--- config.mk ---
export PLATFORM = sky130hd
export DESIGN_NAME = mem_bus_arbiter
export DESIGN_NICKNAME = d
export VERILOG_FILES = /design/src/rtl/mem_bus_arbiter.sv
export SDC_FILE = /design/constraint.sdc
export NUM_CORES = 1
export LEC_CHECK = 0
export ABC_AREA = 1
export CELL_PAD_IN_SITES_DETAIL_PLACEMENT = 0
export CELL_PAD_IN_SITES_GLOBAL_PLACEMENT = 1
export CORE_UTILIZATION = 31
export DETAILED_ROUTE_END_ITERATION = 8
export PLACE_DENSITY_LB_ADDON = 0.1
export SETUP_SLACK_MARGIN = 0.15
export SYNTH_ARGS = -nofsm -noshare
export SYNTH_HDL_FRONTEND = slang
export SYNTH_SLANG_ARGS = --single-unit
--- constraint.sdc ---
create_clock -name clk -period 8.4 [get_ports clk]
set_clock_uncertainty 0.2 [all_clocks]
set_input_delay 2.52 -clock clk [delete_from_list [all_inputs] [get_ports clk]]
set_output_delay 2.52 -clock clk [all_outputs]
set_load 0.02 [all_outputs]
--- src/rtl/mem_bus_arbiter.sv ---
// Shares one single-port SRAM-like bus between instruction fetch (IF) and data access (MEM).
// One transaction at a time, sequenced IDLE -> ADDR -> DATA, with a per-phase watchdog.
module mem_bus_arbiter #(
    parameter int unsigned TIMEOUT = 255,
    parameter int unsigned CNT_W   = 8
) (
    input  logic        clk,
    input  logic        rst,
    input  logic        inst_req,
    input  logic [31:0] inst_addr,
    output logic [31:0] inst_rdata,
    output logic        inst_ok,
    output logic        inst_stall,
    input  logic        data_req,
    input  logic        data_wr,
    input  logic [3:0]  data_wen,
    input  logic [31:0] data_addr,
    input  logic [31:0] data_wdata,
    input  logic        data_excp,
    output logic [31:0] data_rdata,
    output logic        data_ok,
    output logic        data_stall,
    output logic        bus_req,
    output logic        bus_wr,
    output logic [3:0]  bus_wen,
    output logic [31:0] bus_addr,
    output logic [31:0] bus_wdata,
    input  logic        bus_addr_ok,
    input  logic        bus_data_ok,
    input  logic [31:0] bus_rdata,
    output logic        bus_timeout
);

    localparam logic [1:0] S_IDLE = 2'd0;
    localparam logic [1:0] S_ADDR = 2'd1;
    localparam logic [1:0] S_DATA = 2'd2;

    // Count value seen in the last allowed cycle of a phase.
    localparam logic [CNT_W-1:0] CNT_LAST = CNT_W'((TIMEOUT == 0) ? 0 : TIMEOUT - 1);

    logic [1:0]       state_q;
    logic [1:0]       state_d;
    logic             owner_q;
    logic [CNT_W-1:0] cnt_q;

    logic inst_elig;
    logic data_elig;
    logic wd_hit;
    logic grant_data;
    logic grant_inst;
    logic excp_done;
    logic done;
    logic expired;
    logic finish;

    // A requester sitting in its own ok cycle is not re-granted.
    assign inst_elig = inst_req & ~inst_ok;
    assign data_elig = data_req & ~data_ok;
    assign wd_hit    = (TIMEOUT != 0) && (cnt_q == CNT_LAST);
    assign finish    = done | expired;

    assign inst_stall = inst_req & ~inst_ok;
    assign data_stall = data_req & ~data_ok;

    always_comb begin
        state_d    = state_q;
        grant_data = 1'b0;
        grant_inst = 1'b0;
        excp_done  = 1'b0;
        done       = 1'b0;
        expired    = 1'b0;
        case (state_q)
            S_IDLE: begin
                if (data_elig) begin
                    if (data_excp) begin
                        excp_done = 1'b1;
                    end else begin
                        grant_data = 1'b1;
                        state_d    = S_ADDR;
                    end
                end else if (inst_elig) begin
                    grant_inst = 1'b1;
                    state_d    = S_ADDR;
                end
            end
            S_ADDR: begin
                if (bus_addr_ok) begin
                    state_d = S_DATA;
                end else if (wd_hit) begin
                    expired = 1'b1;
                    state_d = S_IDLE;
                end
            end
            S_DATA: begin
                if (bus_data_ok) begin
                    done    = 1'b1;
                    state_d = S_IDLE;
                end else if (wd_hit) begin
                    expired = 1'b1;
                    state_d = S_IDLE;
                end
            end
            default: state_d = S_IDLE;
        endcase
    end

    always_ff @(posedge clk or posedge rst) begin
        if (rst) begin
            state_q     <= S_IDLE;
            owner_q     <= 1'b0;
            cnt_q       <= '0;
            bus_req     <= 1'b0;
            bus_wr      <= 1'b0;
            bus_wen     <= '0;
            bus_addr    <= '0;
            bus_wdata   <= '0;
            inst_ok     <= 1'b0;
            data_ok     <= 1'b0;
            inst_rdata  <= '0;
            data_rdata  <= '0;
            bus_timeout <= 1'b0;
        end else begin
            state_q <= state_d;
            if ((state_d != state_q) || (state_q == S_IDLE)) begin
                cnt_q <= '0;
            end else begin
                cnt_q <= cnt_q + CNT_W'(1);
            end
            bus_req <= (state_d == S_ADDR);

            // Bus payload is captured once at grant and held until the next grant.
            if (grant_data) begin
                owner_q   <= 1'b1;
                bus_addr  <= data_addr;
                bus_wr    <= data_wr;
                bus_wen   <= data_wen;
                bus_wdata <= data_wdata;
            end else if (grant_inst) begin
                owner_q   <= 1'b0;
                bus_addr  <= inst_addr;
                bus_wr    <= 1'b0;
                bus_wen   <= 4'b0000;
                bus_wdata <= '0;
            end

            inst_ok     <= finish & ~owner_q;
            data_ok     <= (finish & owner_q) | excp_done;
            bus_timeout <= expired;

            if (finish & ~owner_q) begin
                inst_rdata <= done ? bus_rdata : 32'h0000_0000;
            end
            if (finish & owner_q) begin
                data_rdata <= done ? bus_rdata : 32'h0000_0000;
            end else if (excp_done) begin
                data_rdata <= 32'h0000_0000;
            end
        end
    end

endmodule

After elaboration in Yosys (flattened, before gate mapping) --
Index checks and enable logic that the tools add are counted.
Word-level totals: flip-flop bits (word level) 148, input bits 140
Operators by class: add/sub/neg operators 1, equal/unequal tests 5, multiplexer cells 35, bitwise operators 9, reduce and logical (&&, ||, !) cells 4
Operator list (number):
- $mux 32 | 7
- $mux 1 | 17
- $mux 2 | 6
- $add 8x1->8 const B | 1
- $eq 8x8->1 const B | 1
- $mux 4 | 2
- $mux 8 | 1
- $pmux 2 s3 | 1
- $and 1x1->1 | 4
- $eq 2x1->1 const B | 2
- $reduce_bool 2->1 | 2
- $not 1->1 | 3
- $eq 2x2->1 const B | 1
- $logic_not 2->1 | 1
- $ne 2x2->1 | 1
- $or 1x1->1 | 2
- $pmux 1 s2 | 1
- $logic_or 1x1->1 | 1

Logic depth before layout (Yosys ltp) --
word-level depth 8, depth in mapped cells 13, depth with buffers taken out 13

Least setup slack after synthesis --
OpenSTA, ideal clock, no wires.
path type input-to-output, start input data_req, end output data_stall, data arrival time 3121 ps, data required time 5680 ps, path slack 2559 ps, stages 3, path buffers 1, cells stage by stage inv_1 > nor2_4 > clkbuf_1
On the way: longest elaborated chain between the ends 1
Ends and longest elaborated chain:
- start, declared | RTL line 14 | input logic data_req,
- $and 1x1->1 | RTL line 63 | assign data_stall = data_req & ~data_ok;
- end, declared | RTL line 22 | output logic data_stall,
No other way between the ends.

Final worst setup path --
Ends and elaborated chain as after synthesis.

==> results.md <==
* Worst slew pin tran at around 1.0 ns
* Outcome: complete, no violations
* Area Overhead vs Synth at 54.5%
* Met2 Track Usage GR at 31.2%
* Met1 Usage GRT at between 20% and 30%
* Post-Syn Area at 6470 sq um
* Initial Utilization at 31.8%
* Post-synth top area cell: dfrtp_1
* CTS tree: done
* Global-route wire length before repair at roughly 33000 um
* Setup bufs post-CTS at 0
* Antenna-violating nets left at 0
* Clock sinks at 148
* Asr flop ratio synth at 100%
* Gp weighted congestion at 0.727
* Die area at between 20000 and 25000 sq um
* Area share of the largest cell type after synthesis at 57.2%
* Critical Path Start Type: input port
* Hold Crit Class: reg2reg
* VDD IR max at 0.196 mV
* Crit share post-route at 78.4%
* Overall routing resource usage at 19.7%
* WHS Path Cells at 2
* RSZ-0062 raised after global routing: false
* Synth Flop Type: dfrtp_1
* Power Total at 3.61 mW
* WP data required at about 5.7 ns
* Crit path max fanout at 2
* Vias in the first global route at 5731
* CTS buffer count at 17
* Cell count after synthesis at 720
* # resized after CTS at 0
* YS warnings at 0
* Drt drc at 0
* Net count after synthesis at 866
* Flop2flop setup slack at 5.04 ns
* Clk buf depth at 2
* IO Pins at 279
* R2r endpoint: bus_addr[29]
* Port Buf Inserts at 278
* Drt via density at between 4 and 5
* Clock slew seen by the registers of the worst setup and hold paths at 0.07 ns
* Antenna cells at 0
* Register area share after synthesis at 57.2%
* Synth area leaders: dfrtp_1 57%, nand2_1 11%, nand3_1 7.1%
* Met3 usage at 5.66%
* Critical Path End Type: primary output
* Post-synth EDFFs at 0
* Yosys reg bits at 148
* Leak at 4.60 nW
* Initial DRC count at between 300 and 400
* Setup violations, final at 0
* FF-to-FF Start: data_ok
* Most common cell after layout, fill and taps aside: clkdlybuf4s50_1
* CP Class: in2out
* Gr busiest metal: met2
* Die Span Y at 146 um
* Setup ws final at roughly 1.8 ns
* Final Net Count at 1121
* Cts hold-fix bufs at 0
* Die W at approximately 150 um
* Share of post-route cells with drive strength above 1 at under 10%
* Pwr dens at 361 nW/um^2
* Endpoints failing hold at 0
* Vias at 5845
* Worst-Skew Late Latency at slightly above 0.4 ns
* Max-slew violation count at 0
* Reg2Reg Depth at 8
* Grt ovf at 0
* WHS at 0.269 ns
* Final Critical Period at 6.59 ns
* CP arrival at 3.87 ns
* DR WL/cell at around 17 um
* Rows at 52
* Most frequent cells in the layout: 278 x clkdlybuf4s50_1, 187 x nand2_1, 148 x dfrtp_1
* Dpl ws at about 1.8 ns
* Avg Inst Size Synth at 8.99 sq um
* Clock root buffer: clkbuf_16
* Critical Path Start: data_req
* Initial antenna violation count at 0
* H-Tree Depth at 4
* Max-slew headroom at 30.3%
* Core Box Area at 20400 sq um
* Maxcap violations at 0
* Total Wirelength at a little over 20000 um
* Post-route setup TNS at 0 ns
* Max Freq at about 0.15 GHz
* Largest net degree at the start of global routing at 89
* Post-synth cell types at 28
* Worst setup endpoint: data_stall
* Drt first pass iters at 8
* DP Wirelength at 13800 um
## logic make-up (layout without fill, tap and decap cells)
family	Yosys count	count (layout)	share of synthesized area, %
simple gates	314	314	22.1
buf+inv	108	376	7.33
fa+ha+maj	6	6	1.16
xor+xnor	6	6	0.812
compound gates	138	138	11.4
flops	148	148	57.2
## sequential cells by signal, summed over array words and instances (netlist names)
name / cells
bus_addr: 32
bus_req: 1
bus_timeout: 1
bus_wdata: 32
bus_wen: 4
bus_wr: 1
cnt_q: 8
data_ok: 1
data_rdata: 32
inst_ok: 1
inst_rdata: 32
owner_q: 1
state_q: 2
## power breakdown
part,internal (mW),switching (mW)
Clock,0.459,0.317
Combinational,0.716,0.948
Sequential,1.01,0.167
## metrics by stage
stage	area [sq um]	utilization, %	instances
3_3_place_gp	9400	46.1	1226
4_1_cts	10000	49.1	1258
2_1_floorplan	6470	-	720
6_report	10000	49.1	1258
3_5_place_dp	9400	46.1	1226
5_1_grt	10000	49.1	1258
## critical path: stages
cell and delay [ns]:
clkdlybuf4s50_1 0.52, inv_1 0.08, nor2_4 0.09, clkdlybuf4s50_1 0.65
## cell type report
cell class                      instances  area [sq um]
Fill cell                            1964         10400
Sequential cell                       148          3700
Timing Repair Buffer                  285          2840
Multi-Input combinational cell        464          2290
Clock buffer                           20           457
Tap cell                              270           338
Inverter                               59           226
Clock inverter                         12           144
## worst min path at each step
stage                        start             end
floorplan                 cnt_q[0]        cnt_q[0]
global placement    inst_rdata[31]  inst_rdata[31]
detailed placement  inst_rdata[22]  inst_rdata[22]
CTS                 inst_rdata[22]  inst_rdata[22]
global route        inst_rdata[13]  inst_rdata[13]
finish              inst_rdata[22]  inst_rdata[22]
## cell usage after synthesis (4+ instances only)
master,instances
buf_6,7
buf_4,4
nor2_2,9
nand2_1,187
nand3_1,92
ha_1,6
inv_2,4
xor2_1,5
nand2_2,6
nor2_1,5
o21ai_0,73
dfrtp_1,148
a31oi_1,32
nand3_2,10
clkbuf_1,37
o21ai_1,30
inv_1,54
## metal layers
layer | part of all wire [%] | vias to the layer above
met5 | 0 | -
met4 | 1.6 | 0
met3 | 7.8 | 18
met2 | 47 | 199
met1 | 43 | 2746
li1 | - | 2882
No activity file was read; power rests on OpenSTA's default activity.
